[config.mk]
export PLATFORM = sky130hd
export DESIGN_NAME = survivor_path_unit
export DESIGN_NICKNAME = d
export VERILOG_FILES = /design/src/rtl/vit_pkg.sv /design/src/rtl/vit_min_select.sv /design/src/rtl/survivor_path_unit.sv
export SDC_FILE = /design/constraint.sdc
export NUM_CORES = 1
export LEC_CHECK = 0
export CORE_UTILIZATION = 52
export CTS_CLUSTER_SIZE = 16
export DETAILED_ROUTE_END_ITERATION = 6
export PLACE_DENSITY = 0.77
export SKIP_CTS_REPAIR_TIMING = 1
export SYNTH_ARGS = -nofsm -noshare
export SYNTH_HDL_FRONTEND = slang
export SYNTH_SLANG_ARGS = --single-unit
export TNS_END_PERCENT = 10
[constraint.sdc]
create_clock -name clk -period 2.08 [get_ports clk]
set_clock_uncertainty 0.1 [all_clocks]
set_input_delay 0.416 -clock clk [delete_from_list [all_inputs] [get_ports clk]]
set_output_delay 0.416 -clock clk [all_outputs]
set_load 0.1 [all_outputs]
[src/rtl/vit_pkg.sv]
// vit_pkg -- shared definitions for the Viterbi survivor-path slice.
//   vit_ns(k)     : number of trellis states for constraint length k (2^(k-1))
//   vit_log2(n)   : ceiling log2, used to size indices and counters
//   vit_state_e   : survivor unit control state (RUN accepts symbols, FLUSH drains)
package vit_pkg;

  function automatic int vit_ns(input int k);
    return 1 << (k - 1);
  endfunction

  function automatic int vit_log2(input int n);
    int r;
    r = 0;
    for (int i = 0; i < 32; i++) begin
      if ((1 << r) < n) r = r + 1;
    end
    return r;
  endfunction

  typedef enum logic {
    ST_RUN   = 1'b0,
    ST_FLUSH = 1'b1
  } vit_state_e;

endpackage

[src/rtl/vit_min_select.sv]
// vit_min_select -- combinational argmin over NS path metrics.
// Ports:
//   pm_i   : NS packed unsigned metrics, state s at [s*PM_WIDTH +: PM_WIDTH]
//   best_o : index of the smallest metric; equal metrics resolve to the lowest index
// Built as a binary tree in heap layout: leaf NS+s holds state s, node n compares
// children 2n (lower indices) and 2n+1. The left child wins ties, which keeps the
// lowest-index rule at every level.
module vit_min_select
  import vit_pkg::*;
#(
  parameter int NS       = 4,
  parameter int PM_WIDTH = 8,
  parameter int IW       = vit_log2(NS)
) (
  input  logic [NS*PM_WIDTH-1:0] pm_i,
  output logic [IW-1:0]          best_o
);

  logic [PM_WIDTH-1:0] node_pm  [2*NS];
  logic [IW-1:0]       node_idx [2*NS];

  always_comb begin
    for (int n = 0; n < 2*NS; n++) begin
      node_pm[n]  = '0;
      node_idx[n] = '0;
    end
    for (int s = 0; s < NS; s++) begin
      node_pm[NS+s]  = pm_i[s*PM_WIDTH +: PM_WIDTH];
      node_idx[NS+s] = IW'(s);
    end
    for (int n = NS - 1; n >= 1; n--) begin
      if (node_pm[2*n+1] < node_pm[2*n]) begin
        node_pm[n]  = node_pm[2*n+1];
        node_idx[n] = node_idx[2*n+1];
      end else begin
        node_pm[n]  = node_pm[2*n];
        node_idx[n] = node_idx[2*n];
      end
    end
    best_o = node_idx[1];
  end

endmodule

[src/rtl/survivor_path_unit.sv]
// survivor_path_unit -- register-exchange survivor memory with frame flush.
// Ports:
//   clk, rst_n     : rising-edge clock, asynchronous active-low reset
//   valid_i/ready_o: symbol handshake; ready_o is low while a frame is flushed
//   dec_bits_i     : ACS decision per next-state (bit s)
//   pm_i           : packed path metrics, state s at [s*PM_WIDTH +: PM_WIDTH]
//   frame_end_i    : accepted symbol is the last of its frame
//   term_mode_i    : 1 = zero-tailed frame, flush from state 0
//   data_o/valid_o : decoded bit and its single-cycle qualifier
//   last_o         : final decoded bit of the frame
//   best_state_o   : argmin state of the last accepted symbol
module survivor_path_unit
  import vit_pkg::*;
#(
  parameter int K        = 3,
  parameter int TBL      = 15,
  parameter int PM_WIDTH = 8
) (
  input  logic                           clk,
  input  logic                           rst_n,
  input  logic                           valid_i,
  output logic                           ready_o,
  input  logic [vit_ns(K)-1:0]           dec_bits_i,
  input  logic [vit_ns(K)*PM_WIDTH-1:0]  pm_i,
  input  logic                           frame_end_i,
  input  logic                           term_mode_i,
  output logic                           data_o,
  output logic                           valid_o,
  output logic                           last_o,
  output logic [K-2:0]                   best_state_o
);

  localparam int NS = vit_ns(K);
  localparam int SW = K - 1;
  localparam int CW = vit_log2(TBL + 1);

  logic [TBL-1:0] path_q   [NS];
  logic [TBL-1:0] new_path [NS];
  logic [SW-1:0]  best;
  logic [SW-1:0]  fs_q;
  logic [CW-1:0]  c_q;
  logic [CW-1:0]  c_upd;
  logic [CW-1:0]  f_cnt;
  logic [CW-1:0]  idx_q;
  logic           emit_run;
  logic           accept;
  vit_state_e     state_q;

  vit_min_select #(
    .NS       (NS),
    .PM_WIDTH (PM_WIDTH),
    .IW       (SW)
  ) u_min (
    .pm_i   (pm_i),
    .best_o (best)
  );

  // Predecessor of state s is {dec[s], s[SW-1:1]}: the decision bit picks which
  // of the two states feeding s survives; s[0] is the bit that entered the coder.
  always_comb begin
    for (int s = 0; s < NS; s++) begin
      logic [SW-1:0] sb;
      logic [SW-1:0] p;
      sb = SW'(s);
      p  = {dec_bits_i[s], sb[SW-1:1]};
      new_path[s] = {path_q[p][TBL-2:0], sb[0]};
    end
  end

  assign accept   = valid_i && ready_o && (state_q == ST_RUN);
  assign c_upd    = (c_q == CW'(TBL)) ? c_q : c_q + CW'(1);
  assign emit_run = (c_upd == CW'(TBL));
  // The RUN bit already took position TBL-1, so at most TBL-1 bits remain.
  assign f_cnt    = (c_upd > CW'(TBL - 1)) ? CW'(TBL - 1) : c_upd;

  always_ff @(posedge clk or negedge rst_n) begin
    if (!rst_n) begin
      for (int s = 0; s < NS; s++) path_q[s] <= '0;
      c_q          <= '0;
      fs_q         <= '0;
      idx_q        <= '0;
      state_q      <= ST_RUN;
      ready_o      <= 1'b1;
      data_o       <= 1'b0;
      valid_o      <= 1'b0;
      last_o       <= 1'b0;
      best_state_o <= '0;
    end else begin
      valid_o <= 1'b0;
      last_o  <= 1'b0;
      case (state_q)
        ST_RUN: begin
          if (accept) begin
            best_state_o <= best;
            for (int s = 0; s < NS; s++) path_q[s] <= new_path[s];
            if (emit_run) begin
              data_o  <= new_path[best][TBL-1];
              valid_o <= 1'b1;
            end
            if (frame_end_i) begin
              c_q     <= '0;
              fs_q    <= term_mode_i ? '0 : best;
              idx_q   <= f_cnt - CW'(1);
              state_q <= ST_FLUSH;
              ready_o <= 1'b0;
            end else begin
              c_q <= c_upd;
            end
          end
        end
        ST_FLUSH: begin
          data_o  <= path_q[fs_q][idx_q];
          valid_o <= 1'b1;
          if (idx_q == '0) begin
            // Final bit: start the next frame from a clean survivor memory.
            last_o <= 1'b1;
            for (int s = 0; s < NS; s++) path_q[s] <= '0;
            c_q     <= '0;
            state_q <= ST_RUN;
            ready_o <= 1'b1;
          end else begin
            idx_q <= idx_q - CW'(1);
          end
        end
        default: state_q <= ST_RUN;
      endcase
    end
  end

endmodule
==> impl_table.tex <==
\begin{tabular}{lr}
\hline
Metric & Value \\
\hline
\multicolumn{2}{l}{\textbf{Global routing}} \\
\quad Most congested layer reported by global routing & met2 \\
\quad Tot GR Track Use & 27.5\% \\
\quad Met1 usage & 36.0\% \\
\quad Number of global-route vias before repair & 4,052 \\
\quad Number of antenna violations at the first check in global routing & 0 \\
\quad Met2 usage in global routing & 46.0\% \\
\quad Wire length of the first global-routing pass & 19,400 um \\
\quad Leftover overflow at the end of global routing & 0 \\
\quad Global-route met3 utilization & 3.29\% \\
\quad Pin count of the biggest net entering global routing & 72 \\
\multicolumn{2}{l}{\textbf{Setup path}} \\
\quad Critical-path top delay cell & sky130\_fd\_sc\_hd\_\_nor4\_2 \\
\quad Crit-path max cell delay & 350 ps \\
\quad List of cells traversed by the critical path & buf\_8 -> inv\_4 -> ha\_4 -> o21a\_1 -> nor2\_2 -> o31ai\_2 -> buf\_4 -> mux2\_4 -> ha\_4 -> a21o\_1 -> a21o\_1 -> a21oi\_2 -> o21ai\_2 -> buf\_4 -> nor4\_2 -> a211oi\_1 \\
\quad Critical path arrival & 3300 ps \\
\quad Buf+Inv Stages, Crit Path & 4 \\
\quad Critical setup path kind & in2reg \\
\quad Internal reg-to-reg setup slack & -220 ps \\
\quad Kind of start point of the critical path & input port \\
\quad Peak fanout along the critical path & 6 \\
\quad Cell type group with the largest total delay on the critical path & compound AO/OA/AOI/OAI gates \\
\quad Critical Path Sink Type & register \\
\quad Critical Path RT & 2210 ps \\
\multicolumn{2}{l}{\textbf{CTS}} \\
\quad Number of buffers added by the clock tree synthesis step & 9 \\
\quad Clock root buffer & sky130\_fd\_sc\_hd\_\_clkbuf\_8 \\
\quad H-Tree Level Count & 3 \\
\quad CTS Buffer Depth & 2 \\
\quad Clock insertion delay at the later pin of the skew report & 350 ps \\
\quad Clock-pin slew on the worst setup and hold paths & 80 ps \\
\quad CTS sink count & 71 \\
\quad Clock tree from TritonCTS & built \\
\multicolumn{2}{l}{\textbf{STA}} \\
\quad RSZ-0062 raised after global routing & yes \\
\quad Normalized max-slew margin & 73.1\% \\
\quad Final WS setup & -1090 ps \\
\quad Final critical-path share of the clock period & 153\% \\
\quad Setup TNS & -4820 ps \\
\quad Max Fclk & 315 MHz \\
\quad Max-slew violation total from the final report & 0 \\
\quad Post-layout minimum cycle time & 3170 ps \\
\quad Slew at the pin closest to its max-slew limit & 404 ps \\
\quad Hold WS & -19.4 ps \\
\quad Endpoints failing setup & 6 \\
\quad Final hold violation count & 34 \\
\multicolumn{2}{l}{\textbf{Finish}} \\
\quad Finished Layout Cells & 697 \\
\quad Share of layout cells above drive strength 1 & 32.8\% \\
\quad Layout area overhead & 37.2\% \\
\quad Number of nets in the finished design & 649 \\
\quad Antenna Cells & 0 \\
\quad Post-route design area & 6370 sq um \\
\quad Layout Utilization & 73.4\% \\
\multicolumn{2}{l}{\textbf{Run status}} \\
\quad Violations in the final reports & negative hold slack, negative setup slack \\
\quad Result of the run & finished with violations \\
\multicolumn{2}{l}{\textbf{Drt}} \\
\quad Routed WL & 13,500 um \\
\quad Total number of vias & 4,260 \\
\quad Remaining DRCs & 0 \\
\quad Number of optimization iterations in the first detailed-route pass & 5 \\
\quad Routed wire length per instance & 19.4 um \\
\quad First-iteration detailed-routing DRC count & 278 \\
\quad Via-to-Cell Ratio & 6.11 \\
\quad Antenna viol nets, final & 0 \\
\multicolumn{2}{l}{\textbf{Yosys}} \\
\quad Number of nets in the synthesized netlist & 549 \\
\quad Synth Warn \# & 0 \\
\quad Main synth FF type & sky130\_fd\_sc\_hd\_\_dfrtp\_1 \\
\quad Compound-Gate Fraction of Synth Area & 16.7\% \\
\quad Gate count after technology mapping & 485 \\
\quad Average instance area after synthesis & 9.57 sq um \\
\quad Proportion of register bits with asynchronous set or reset after synthesis & 100\% \\
\quad Synthesized-area fraction occupied by adder cells & 6.20\% \\
\quad Xor/xnor share of the synthesized area & 0.755\% \\
\quad Number of flops mapped to enable cells by yosys & 0 \\
\quad Netlist area before placement & 4640 sq um \\
\quad Part of the Yosys area used for sequential elements & 38.3\% \\
\quad Synth Register Bits & 71 \\
\quad Dominant combinational cell family by area after synthesis & multiplexers \\
\quad Post-synthesis mux area share & 19.9\% \\
\quad Simple-gate portion of the synthesized area & 13.4\% \\
\quad Distinct cells, synth & 47 \\
\multicolumn{2}{l}{\textbf{Pwr}} \\
\quad Standby leakage power & 2.91 nW \\
\quad Cell area power density & 827 nW/um\^{}2 \\
\quad Worst IR drop on VDD & 488 uV \\
\quad Combinational Power Share & 43.2\% \\
\quad Switching Fraction & 38.5\% \\
\quad Flop pwr share & 34.0\% \\
\quad Clock share of power & 22.8\% \\
\quad Net switching power figure & 2.03 mW \\
\quad Internal portion of total power & 3.24 mW \\
\multicolumn{2}{l}{\textbf{Floorplanning}} \\
\quad Standard-cell rows & 34 \\
\quad Horiz. Die Dim & 96.5 um \\
\quad Die Outline Area & 9310 sq um \\
\quad Chip Height & 96.5 um \\
\quad Top-level I/O count & 47 \\
\quad Floorplan Core Area & 8680 sq um \\
\quad Initial Utilization & 53.5\% \\
\multicolumn{2}{l}{\textbf{Place}} \\
\quad Gp weighted congestion & 0.875 \\
\quad Placed Cells & 673 \\
\quad IO Port Bufs & 46 \\
\quad Placement Cell Area & 5740 sq um \\
\quad Post-DP HPWL & 8770 um \\
\multicolumn{2}{l}{\textbf{Worst hold path}} \\
\quad Kind of path behind the tightest hold check & in2async \\
\multicolumn{2}{l}{\textbf{Job}} \\
\quad Maxcap violations & 0 \\
\hline
\end{tabular}
-- layout make-up --
class / instances / area [sq um]
Sequential cell: 71 / 1780
Timing Repair Buffer: 124 / 1140
Fill cell: 615 / 2310
Clock inverter: 5 / 83.8
Tap cell: 108 / 135
Multi-Input combinational cell: 359 / 3020
Clock buffer: 10 / 128
Inverter: 20 / 92.6
-- registers in the layout, summed over array words and instances (netlist names) --
| name | flops |
|---|---|
| path_q | 54 |
| c_q | 4 |
| idx_q | 4 |
| best_state_o | 2 |
| fs_q | 2 |
| data_o | 1 |
| last_o | 1 |
| ready_o | 1 |
| state_q | 1 |
| valid_o | 1 |
-- path summary, 6_finish.rpt --
path	start	end	cells after the start
max reg2reg	fs_q[1]	data_o	8
max in group asynchronous	rst_n	ready_o	2
min	rst_n	path_q[47]	2
min in group clk	path_q[29]	path_q[29]	2
max	pm_i[19]	data_o	16
min reg2reg	path_q[29]	path_q[29]	2
-- cell usage in the layout, fill, tap and decap left out, types with 3 or more instances in the layout --
cell,netlist,layout
sky130_fd_sc_hd__a21o_1,4,4
sky130_fd_sc_hd__a21oi_1,21,16
sky130_fd_sc_hd__a21oi_4,0,3
sky130_fd_sc_hd__buf_12,0,6
sky130_fd_sc_hd__buf_4,0,77
sky130_fd_sc_hd__buf_6,0,8
sky130_fd_sc_hd__clkbuf_2,0,5
sky130_fd_sc_hd__clkbuf_8,0,9
sky130_fd_sc_hd__clkdlybuf4s50_1,0,7
sky130_fd_sc_hd__dfrtp_1,70,70
sky130_fd_sc_hd__dlymetal6s2s_1,0,17
sky130_fd_sc_hd__ha_1,23,6
sky130_fd_sc_hd__ha_4,0,16
sky130_fd_sc_hd__inv_1,20,7
sky130_fd_sc_hd__inv_2,0,10
sky130_fd_sc_hd__mux2_2,9,7
sky130_fd_sc_hd__mux2i_1,52,52
sky130_fd_sc_hd__mux4_2,13,13
sky130_fd_sc_hd__nand2_1,69,69
sky130_fd_sc_hd__nand3_1,18,17
sky130_fd_sc_hd__nand4_1,4,4
sky130_fd_sc_hd__nor2_1,23,19
sky130_fd_sc_hd__nor2_4,0,3
sky130_fd_sc_hd__nor2b_1,3,3
sky130_fd_sc_hd__o211ai_1,3,3
sky130_fd_sc_hd__o21a_1,4,4
sky130_fd_sc_hd__o21ai_0,29,24
sky130_fd_sc_hd__o21ai_1,1,4
sky130_fd_sc_hd__o22ai_1,3,3
sky130_fd_sc_hd__o31ai_1,39,38
sky130_fd_sc_hd__or3_1,4,3
sky130_fd_sc_hd__xnor2_1,4,4
-- cells in the mapped netlist (2+ instances only) --
library cell,number,area [sq um]
sky130_fd_sc_hd__nor2_1,23,86.3
sky130_fd_sc_hd__buf_2,8,40.0
sky130_fd_sc_hd__nor3b_1,2,15.0
sky130_fd_sc_hd__mux2i_1,52,521
sky130_fd_sc_hd__nand2b_1,4,25.0
sky130_fd_sc_hd__o21a_1,4,30.0
sky130_fd_sc_hd__a211oi_1,2,15.0
sky130_fd_sc_hd__o211ai_1,3,22.5
sky130_fd_sc_hd__inv_1,20,75.1
sky130_fd_sc_hd__a21oi_1,21,105
sky130_fd_sc_hd__dfrtp_1,70,1750
sky130_fd_sc_hd__or3_1,4,25.0
sky130_fd_sc_hd__mux2_2,9,101
sky130_fd_sc_hd__xnor2_1,4,35.0
sky130_fd_sc_hd__a21o_1,4,30.0
sky130_fd_sc_hd__nand3_1,18,90.1
sky130_fd_sc_hd__mux4_2,13,293
sky130_fd_sc_hd__ha_1,23,288
sky130_fd_sc_hd__a311oi_1,2,17.5
sky130_fd_sc_hd__nand4_1,4,25.0
sky130_fd_sc_hd__nor4_1,2,12.5
sky130_fd_sc_hd__buf_1,2,7.51
sky130_fd_sc_hd__o21ai_0,29,145
sky130_fd_sc_hd__clkbuf_1,25,93.8
sky130_fd_sc_hd__and2_1,3,18.8
sky130_fd_sc_hd__o22ai_1,3,18.8
sky130_fd_sc_hd__o32ai_1,2,17.5
sky130_fd_sc_hd__o31ai_1,39,293
sky130_fd_sc_hd__nor2b_1,3,18.8
sky130_fd_sc_hd__nand2_1,69,259
sky130_fd_sc_hd__nor3_1,2,10.0
-- metal layers --
layer / wire, um / up-vias
li1: - / 1978
met1: 5470 / 2095
met2: 6890 / 151
met3: 733 / 36
met4: 410 / 0
met5: 0 / -
-- cell families after synthesis --
logic type	after synthesis
flops	71
simple gates	139
compound gates	118
mux	75
buf+inv	55
xor+xnor	4
fa+ha+maj	23
-- power by group through the flow --
stage	logic, mW	registers, mW	clock network [mW]
3_3_place_gp	1.98	1.78	0
5_1_grt	2.44	1.81	1.28
6_report	2.27	1.79	1.20
3_5_place_dp	2.05	1.79	0
2_1_floorplan	1.08	1.97	0
4_1_cts	2.06	1.77	1.22
-- through the flow --
stage               hold slack [ps]  total power [mW]  setup slack, ps
finish                        -19.4              5.27            -1090
global route                   10.4              5.53            -1180
CTS                           -7.16              5.06            -1430
detailed placement              373              3.84            -1800
global placement                370              3.77            -1720
floorplan                      20.4              3.05            -1070
Note: power is estimated with default switching activity, not from simulation.
==> RTL edit: new RTL, same settings <==
`PM_WIDTH` is set to 8 in 2 places; all go to 7.
--- a/src/rtl/vit_min_select.sv
+++ b/src/rtl/vit_min_select.sv
@@ -9,7 +9,7 @@
   import vit_pkg::*;
 #(
   parameter int NS       = 4,
-  parameter int PM_WIDTH = 8,
+  parameter int PM_WIDTH = 7,
   parameter int IW       = vit_log2(NS)
 ) (
   input  logic [NS*PM_WIDTH-1:0] pm_i,
--- a/src/rtl/survivor_path_unit.sv
+++ b/src/rtl/survivor_path_unit.sv
@@ -14,7 +14,7 @@
 #(
   parameter int K        = 3,
   parameter int TBL      = 15,
-  parameter int PM_WIDTH = 8
+  parameter int PM_WIDTH = 7
 ) (
   input  logic                           clk,
   input  logic                           rst_n,
Interface: changed (resized pm_i); port bits go from 47 to 43. The function was not compared with the original's and may differ.
==> RTL edit against the unedited design <==
- synthesized area is 0.24% lower
- fmax is 3.3% lower
- count of clock-buffer cells in the layout is 3 higher
- critical endpoint unchanged
- sequential cell count stayed put
- wire length is 8.6% lower
- the run ends with negative setup slack left
- total power is 1.8% lower
- final area is 1.0% lower
- critical path depth is 1 lower
- setup slack worse by 0.11 ns
- cell count is 1.9% higher
- die area is 0.24% lower
==> RTL edit: results (changes against the unedited design) <==
| Metric | Value |
|---|---|
| Met3 Track Usage GR | 4.15% (was 3.29%) |
| Status | finished, violations left (unchanged) |
| WL final | 12.4 mm (was 13.5 mm) |
| Failing checks | negative setup slack (was negative hold slack, negative setup slack) |
| Final Setup Violations | 5 (was 6) |
| Hold Path Class | reg2reg (was in2async) |
| Vias per cell | 5.86 (was 6.11) |
| Top cells by count, synth | nand2_1 (77), dfrtp_1 (70), mux2i_1 (58), o31ai_1 (41) (was dfrtp_1 (70), nand2_1 (69), mux2i_1 (52), o31ai_1 (39), o21ai_0 (29)) |
| Arr. time, crit path | 3.40 ns (was 3.30 ns) |
| M1 GR Usage | 36.2% (was 36.0%) |
| GR Layer Usage met2 | 43.4% (was 46.0%) |
| DRT iter0 DRCs | 242 (was 278) |
| Final setup margin | -1.20 ns (was -1.09 ns) |
| FILL cells | 610 (was 615) |
| Place WS | -1.86 ns (was -1.80 ns) |
| Final Hold Vio Count | 0 (was 34) |
| VDD IR max | 0.000621 V (was 0.000488 V) |
| Register area share after synthesis | 38.4% (was 38.3%) |
| Metal3 WL | 444 um (was 733 um) |
| Gr usage total | 26.7% (was 27.5%) |
| Area contributors post-synth | dfrtp_1 (38%), mux2i_1 (13%), o31ai_1 (6.6%), nand2_1 (6.2%), ha_1 (5.4%) (was dfrtp_1 (38%), mux2i_1 (11%), mux4_2 (6.3%), o31ai_1 (6.3%), ha_1 (6.2%)) |
| Comb pwr share | 42.9% (was 43.2%) |
| Part of the power in registers | 35.7% (was 34.0%) |
| Number of global-route vias before repair | 4020 (was 4052) |
| Sw frac | 39.2% (was 38.5%) |
RTL edit: cell count changes in the layout (fill, tap and decap cells not counted), sizes merged, moves of 3 or more:
| cell | delta |
|---|---|
| nand4 | -3 |
| inv | -5 |
| nor3 | +3 |
| dlymetal6s2s | +6 |
| mux2 | -9 |
| or3 | -4 |
| ha | -3 |
| nor2 | +5 |
| nand2 | +8 |
| buf | +8 |
| mux2i | +6 |
RTL edit: worst paths after layout:
check | start | to | slack, ns
worst max-delay path | pm_i[18] | data_o | -1.20
worst min-delay path | best_state_o[1] | best_state_o[1] | 0.40
worst max register to register | fs_q[1] | data_o | -0.22
worst min register to register | best_state_o[1] | best_state_o[1] | 0.40
max in group asynchronous | rst_n | path_q[28] | 0.81
min in group asynchronous | rst_n | c_q[2] | 0.43
RTL edit: cells by family (layout without fill, tap and decap cells):
family / count (synthesis) / count (layout) / synth area share, %
AOI/OAI and AO/OA: 122 / 122 / 17.2
and+or+nand+nor: 145 / 145 / 13.6
adders and majority gates: 20 / 20 / 5.40
buffers and inverters: 50 / 170 / 5.24
muxes: 72 / 72 / 19.7
xor gates and xnor gates: 2 / 2 / 0.378
DFF: 71 / 71 / 38.4
RTL edit: layout make-up:
cell class	count	area share (%)
clock inverters	3	0.695
inverters	16	1.03
well taps	108	2.14
repair buffers	138	19.8
multi-input cells	361	45.8
flip-flops and latches	71	28.2
clock buffers	13	2.36
RTL edit: per-stage QoR:
step	hold slack [ns]	instance area [sq um]	instances	power, mW	setup TNS (ns)
finish	0.396	6300	710	5.17	-5.13
global route	0.415	6300	710	5.47	-6.06
CTS	-0.107	6000	703	5.04	-7.74
detailed placement	0.274	5800	687	3.93	-9.34
global placement	0.264	5800	687	3.86	-8.58
floorplan	0.0204	4730	482	3.21	-7.57
